## config.mk

```make
export PLATFORM = sky130hd
export DESIGN_NAME = wb_arbiter
export DESIGN_NICKNAME = d
export VERILOG_FILES = /design/src/rtl/wb_arbiter.sv
export SDC_FILE = /design/constraint.sdc
export NUM_CORES = 1
export LEC_CHECK = 0
export CAP_MARGIN = 5
export CORE_ASPECT_RATIO = 0.8
export CORE_MARGIN = 3
export CORE_UTILIZATION = 40
export CTS_BUF_LIST = sky130_fd_sc_hd__clkbuf_2
export DETAILED_ROUTE_END_ITERATION = 8
export SYNTH_ARGS = -nofsm -noshare
export SYNTH_HDL_FRONTEND = slang
export SYNTH_SLANG_ARGS = --single-unit
```

## constraint.sdc

```tcl
create_clock -name clk -period 5.93 [get_ports clk]
set_clock_uncertainty 0.2 [all_clocks]
set_input_delay 0.8895 -clock clk [delete_from_list [all_inputs] [get_ports clk]]
set_output_delay 0.8895 -clock clk [all_outputs]
set_load 0.01 [all_outputs]
```

## src/rtl/wb_arbiter.sv

```systemverilog
// Write-back arbiter: merges ALU and long-latency results onto the single register-file
// write port, queues losing long results, and tracks pending long destinations.
module wb_arbiter #(
   parameter int DEPTH = 4,
   parameter int AW    = 2
) (
   input  logic        clk,
   input  logic        rst,
   input  logic        alu_valid,
   input  logic [4:0]  alu_rd_num,
   input  logic [31:0] alu_rd_data,
   input  logic        lng_valid,
   output logic        lng_ready,
   input  logic [4:0]  lng_rd_num,
   input  logic [31:0] lng_rd_data,
   input  logic        iss_valid,
   input  logic [4:0]  iss_rd_num,
   input  logic [4:0]  rs_num,
   input  logic [4:0]  rt_num,
   output logic        rs_busy,
   output logic        rt_busy,
   output logic [4:0]  rd_num,
   output logic [31:0] rd_data,
   output logic        rd_we,
   output logic        wb_idle,
   output logic        err_hazard
);

   // Handshake: a long result transfers on a cycle where lng_valid && lng_ready;
   // the ALU source has no handshake and always wins when present.
   logic [4:0]    fifo_num  [DEPTH];
   logic [31:0]   fifo_data [DEPTH];
   logic [AW-1:0] wr_ptr, rd_ptr;
   logic [AW:0]   count;
   logic [31:0]   busy, busy_next, busy_set, busy_clr;

   logic        fifo_empty, fifo_full, lng_fire;
   logic        win, win_long, push, pop, hazard;
   logic [4:0]  win_num;
   logic [31:0] win_data;

   assign fifo_empty = (count == '0);
   assign fifo_full  = (count == (AW+1)'(DEPTH));
   assign lng_ready  = !fifo_full;
   assign lng_fire   = lng_valid && lng_ready;

   // Queued long results are always drained before a new one may go direct,
   // so long results commit strictly in arrival order.
   always_comb begin
      win      = 1'b0;
      win_long = 1'b0;
      win_num  = alu_rd_num;
      win_data = alu_rd_data;
      push     = 1'b0;
      pop      = 1'b0;
      if (alu_valid) begin
         win  = 1'b1;
         push = lng_fire;
      end else if (!fifo_empty) begin
         win      = 1'b1;
         win_long = 1'b1;
         pop      = 1'b1;
         win_num  = fifo_num[rd_ptr];
         win_data = fifo_data[rd_ptr];
         push     = lng_fire;
      end else if (lng_fire) begin
         win      = 1'b1;
         win_long = 1'b1;
         win_num  = lng_rd_num;
         win_data = lng_rd_data;
      end
   end

   always_comb begin
      busy_clr  = win_long  ? (32'd1 << win_num)    : 32'd0;
      busy_set  = iss_valid ? (32'd1 << iss_rd_num) : 32'd0;
      busy_next = ((busy & ~busy_clr) | busy_set) & ~32'd1;
   end

   assign hazard = (iss_valid && busy[iss_rd_num])
                || (alu_valid && busy[alu_rd_num])
                || (lng_valid && (lng_rd_num != 5'd0) && !busy[lng_rd_num]);

   always_ff @(posedge clk) begin
      if (push) begin
         fifo_num[wr_ptr]  <= lng_rd_num;
         fifo_data[wr_ptr] <= lng_rd_data;
      end
   end

   always_ff @(posedge clk) begin
      if (rst) begin
         wr_ptr     <= '0;
         rd_ptr     <= '0;
         count      <= '0;
         busy       <= '0;
         rd_we      <= 1'b0;
         rd_num     <= '0;
         rd_data    <= '0;
         err_hazard <= 1'b0;
      end else begin
         if (push) wr_ptr <= wr_ptr + AW'(1);
         if (pop)  rd_ptr <= rd_ptr + AW'(1);
         if (push && !pop)      count <= count + (AW+1)'(1);
         else if (pop && !push) count <= count - (AW+1)'(1);
         busy <= busy_next;
         // r0 results are consumed but never reach the register file
         rd_we <= win && (win_num != 5'd0);
         if (win) begin
            rd_num  <= win_num;
            rd_data <= win_data;
         end
         if (hazard) err_hazard <= 1'b1;
      end
   end

   assign rs_busy = busy[rs_num];
   assign rt_busy = busy[rt_num];
   assign wb_idle = fifo_empty && (busy == 32'd0) && !rd_we;

endmodule

```

### Word-level counts from Yosys, hierarchy flattened

Memory sizes are Yosys's and may differ from the RTL's. A register that Yosys moved wholly into a read port is not among the register bits.
Cells that the tools add are included.

* add/subtract/negate cells: 4
* multiply operators: 0
* div/mod/pow operators: 0
* magnitude comparators: 5
* equal/unequal tests: 1
* shift-type cells: 2
* muxes and demuxes: 34
* bitwise logic cells: 3
* reduce and logical (&&, ||, !) cells: 22

Operator list (number)
* $mux W32: 5
* $shl A1 B5 Y32 const A: 2
* $and A32 B32 Y32: 1
* $logic_not A32 Y1: 1
* $not A32 Y32: 1
* $or A32 B32 Y32: 1
* $lt A5 B6 Y1 const B: 5
* $bmux W1 S5: 5
* $mux W1: 15
* $mux W5: 3
* $logic_and A1 B1 Y1: 10
* $reduce_bool A5 Y1: 2
* $mux W2: 4
* $mux W3: 2
* $logic_not A1 Y1: 5
* $add A2 B1 Y2 const B: 2
* $add A3 B1 Y3 const B: 1
* $eq A3 B3 Y1 const B: 1
* $logic_not A3 Y1: 1
* $sub A3 B1 Y3 const B: 1
* $logic_or A1 B1 Y1: 2
* $reduce_bool A2 Y1: 1

* flip-flop bits (word level): 78
* bits in latches: 0
* bits in writable memories: 148
* ROM bits: 0
* bits of input ports: 94
* output and inout bits: 43
* logic and storage cells: 82
* memories kept: 2

Memories
* fifo_data: words 4, bits a word 32, read ports 1, clocked after Yosys merged registers in 1, write ports 1, RTL line 32 `logic [31:0] fifo_data [DEPTH];`
* fifo_num: words 4, bits a word 5, read ports 1, clocked after Yosys merged registers in 1, write ports 1, RTL line 31 `logic [4:0] fifo_num [DEPTH];`

### Depth between registers and ports, before layout

* word-level depth: 11
* mapped depth: 10
* gate-level depth less buffers: 8

### Least setup slack after synthesis

Ideal clock, no wire load.

* kind: input-to-output
* start: input rs_num[1]
* end: output rs_busy
* arrival: 2.383 ns
* required time: 4.841 ns
* slack: 2.458 ns
* cell stages on the path: 6
* buffers on the path: 1
* path through: clkbuf_1 -> mux2_2 -> nand2_1 -> o21ai_0 -> mux4_2 -> mux2_2

* longest elaborated chain between the ends: 2

RTL lines
* start, declared: RTL line 18 `input logic [4:0] rs_num,`
* $bmux W1 S5: RTL line 117 `assign rs_busy = busy[rs_num];`
* $mux W1 (not written as such): RTL line 117
* end, declared: RTL line 20 `output logic rs_busy,`

No other way between the ends. The select of a mux whose other input is x is not followed.

### Final worst setup path

* start: input rt_num[0]
* end: output rt_busy

* longest elaborated chain between the ends: 2

RTL lines
* start, declared: RTL line 19 `input logic [4:0] rt_num,`
* $bmux W1 S5: RTL line 118 `assign rt_busy = busy[rt_num];`
* $mux W1 (not written as such): RTL line 118
* end, declared: RTL line 21 `output logic rt_busy,`

No other way between the ends. The select of a mux whose other input is x is not followed.

==> impl_metrics.env <==
export IMPL_run_status="completed"
export IMPL_buffer_ports_inserted=136
export IMPL_grt_pass1_wl_mm=45.5
export IMPL_wl_met3_mm=2.47
export IMPL_setup_violations=0
export IMPL_layout_min_cycle_time_ps=4570
export IMPL_worst_skew_pair_late_latency_ps=800
export IMPL_timing_hold_violations_final=0
export IMPL_pin_count_of_the_biggest_net_entering_global_routing=79
export IMPL_width_of_the_die_um=189
export IMPL_total_leakage_power_uw=0.00422
export IMPL_cellPowerDensity_mw_per_mm2=369
export IMPL_tritoncts_clock_tree="done"
export IMPL_worst_hold_path_num_cells=2
export IMPL_die_h_um=152
export IMPL_clockRootBuffer="sky130_fd_sc_hd__clkbuf_2"
export IMPL_cp_required_ps=4840
export IMPL_min_delay_worst_endpoint="rd_data[27]"
export IMPL_numClockSinks=227
export IMPL_grt_ovfl_total=0
export IMPL_maxCapViolations=0
export IMPL_vdd_ir_drop_worst_uv=177
export IMPL_dieArea_mm2=0.0287
export IMPL_post_layout_total_power_uw=4720
export IMPL_final_cells=1376
export IMPL_cts_made_buffers=55
export IMPL_synth_edf_count=148
export IMPL_clkSlewWorstSetupHoldPaths_ps=100
export IMPL_seq_area_frac_synth=0.564
export IMPL_rsz_0062_raised_after_global_routing="no"
export IMPL_critical_path_start_end_classification="input port to output pin"
export IMPL_min_from="rd_data[27]"
export IMPL_detailed_place_hpwl_mm=18.3
export IMPL_worst_path_max_fanout=9
export IMPL_routabilityCongestion=0.844
export IMPL_final_period_utilization=0.770
export IMPL_drt_drc_violations_left=0
export IMPL_worst_slew_pin_transition_ps=1090
export IMPL_detail_route_first_pass_iterations=5
export IMPL_whs_ps=287
export IMPL_ant_nets=0
export IMPL_cts_hold_repair_buffers=0
export IMPL_inst_count_dp=1272
export IMPL_number_of_register_bits_inferred_by_synthesis=227
export IMPL_total_cell_area_at_the_placement_stage_mm2=0.0123
export IMPL_via_per_inst=5.65
export IMPL_wl_mm=29.2
export IMPL_max_clock_freq_mhz=219
export IMPL_post_cts_resize_count=0
export IMPL_highest_layer="met5"
export IMPL_first_global_vias=7838
export IMPL_cp_arrival_ps=3480
export IMPL_yosys_warnings=0
export IMPL_synthesis_area_per_instance_um2=12.7
export IMPL_slew_headroom=0.275
export IMPL_end_kind="output pin"
export IMPL_drt_iter0_drc=701
export IMPL_setup_tns_ps=0
export IMPL_fp_row_count=52
export IMPL_ioPinCount=137
export IMPL_m1WireLength_mm=13.2
export IMPL_cts_htree_levels=2
export IMPL_timing_hold_worst_class="flop to flop"
export IMPL_cts_buffer_depth=3
export IMPL_worstReg2RegEnd="busy[2]"
export IMPL_routed_wirelength_normalized_by_instance_count_um=21.2
export IMPL_summed_instance_area_of_the_synthesized_netlist_mm2=0.0107
export IMPL_initial_core_util=0.415
export IMPL_reg2reg_setup_slack_ps=3130
export IMPL_worstSetupStartpointType="input port"
export IMPL_synth_net_count=940
export IMPL_num_vias=7780
export IMPL_ys_flop_type="sky130_fd_sc_hd__edfxtp_1"
export IMPL_design_core_area_mm2=0.0258
export IMPL_flow_area_growth_from_synthesis_pct=19.6
export IMPL_final_cell_area_mm2=0.0128
export IMPL_nNetsFinal=1077
export IMPL_async_flop_share=0
export IMPL_setup_bufs_post_cts=0
export IMPL_final_max_slew_violation_count=0
export IMPL_syn_instance_count=841
export IMPL_r2r_cells=7
export IMPL_global_router_s_overall_resource_usage=0.200
export IMPL_met2WireLength_mm=13.1
export IMPL_layout_drive_gt1_share=0.210
export IMPL_grt_antenna_before_repair=3
export IMPL_synth_lib_cells_used_distinct=58
==> per-stage QoR <==
step | setup WS [ps] | util
floorplan | 2460 | -
global placement | 1380 | 0.476
detailed placement | 1340 | 0.476
CTS | 1340 | 0.496
global route | 1230 | 0.496
finish | 1360 | 0.496
==> worst max-delay path by stage <==
stage,end,slack (ps),start,cells past startpoint
after global routing,rt_busy,1230,rt_num[0],5
final,rt_busy,1360,rt_num[0],5
after CTS,rt_busy,1340,rt_num[0],5
after floorplan,rs_busy,2460,rs_num[1],6
after detailed placement,rt_busy,1340,rt_num[0],5
after global placement,rt_busy,1380,rt_num[0],5
==> cells in the mapped netlist (all sizes together) (3+ instances only) <==
cell type / instances / share of area
edfxtp: 148 / 0.42
nor2: 92 / 0.032
nand2: 86 / 0.032
dfxtp: 79 / 0.15
mux4: 72 / 0.15
a21oi: 70 / 0.034
nand3: 46 / 0.025
clkbuf: 43 / 0.015
o21ai: 37 / 0.017
a311oi: 34 / 0.028
buf: 22 / 0.012
mux2i: 13 / 0.012
nor4: 11 / 0.0070
mux2: 9 / 0.0095
o22a: 8 / 0.0076
a211oi: 6 / 0.0042
inv: 6 / 0.0021
nor3: 6 / 0.0033
nand4: 5 / 0.0029
and3: 4 / 0.0023
ha: 4 / 0.0047
nand2b: 4 / 0.0023
nor3b: 4 / 0.0028
o22ai: 4 / 0.0061
or3: 3 / 0.0018
xor2: 3 / 0.0025
==> sequential cells by signal, summed over array words and instances (netlist names), named ones only <==
name	cells
busy	31
count	3
err_hazard	1
fifo_data	128
fifo_num	20
rd_data	32
rd_num	5
rd_ptr	2
rd_we	1
wr_ptr	2
==> where the power goes <==
| part | switching, µW | internal [µW] | total (µW) |
|---|---|---|---|
| Sequential | 130 | 1970 | 2100 |
| Combinational | 934 | 674 | 1610 |
| Clock | 623 | 390 | 1010 |
| Total | 1690 | 3040 | 4720 |
==> layout by cell type, fill, tap and decap left out, types with 32 or more instances in the layout <==
| master | instances |
|---|---|
| sky130_fd_sc_hd__edfxtp_1 | 148 |
| sky130_fd_sc_hd__clkdlybuf4s50_1 | 134 |
| sky130_fd_sc_hd__nor2_1 | 91 |
| sky130_fd_sc_hd__clkbuf_2 | 87 |
| sky130_fd_sc_hd__nand2_1 | 80 |
| sky130_fd_sc_hd__dfxtp_1 | 78 |
| sky130_fd_sc_hd__mux4_2 | 72 |
| sky130_fd_sc_hd__a21oi_1 | 68 |
| sky130_fd_sc_hd__nand3_1 | 39 |
| sky130_fd_sc_hd__a311oi_1 | 34 |
| sky130_fd_sc_hd__o21ai_1 | 32 |
==> final cells by class <==
cell class | count | area [µm²]
fill | 2345 | 13000
multi-input combinational | 543 | 4360
antenna | 1 | 2.50
sequential | 227 | 6030
timing repair buffer | 145 | 1420
inverter | 6 | 22.5
clock buffer | 87 | 435
clock inverter | 16 | 70.1
tap | 351 | 439
==> metal layers <==
layer,global-route usage,up-vias
li1,-,3570
met1,0.297,3852
met2,0.291,321
met3,0.0637,33
met4,0.0418,4
met5,0,-
==> critical path, stage by stage <==
cell and delay, ps:
sky130_fd_sc_hd__clkdlybuf4s50_1 780, sky130_fd_sc_hd__mux4_2 570, sky130_fd_sc_hd__mux4_2 480, sky130_fd_sc_hd__mux2_2 270
sky130_fd_sc_hd__clkdlybuf4s50_1 480
==> logic make-up (layout without fill, tap and decap cells) <==
kind of cell,count (synthesis),after routing,synth area share
adders and majority gates,5,5,0.00656
xor gates and xnor gates,5,5,0.00410
DFF,227,227,0.564
other,0,1,0
and+or+nand+nor,273,273,0.120
buffers and inverters,71,254,0.0290
AOI/OAI and AO/OA,166,166,0.103
muxes,94,94,0.173
No activity file was read; power rests on OpenSTA's default activity.
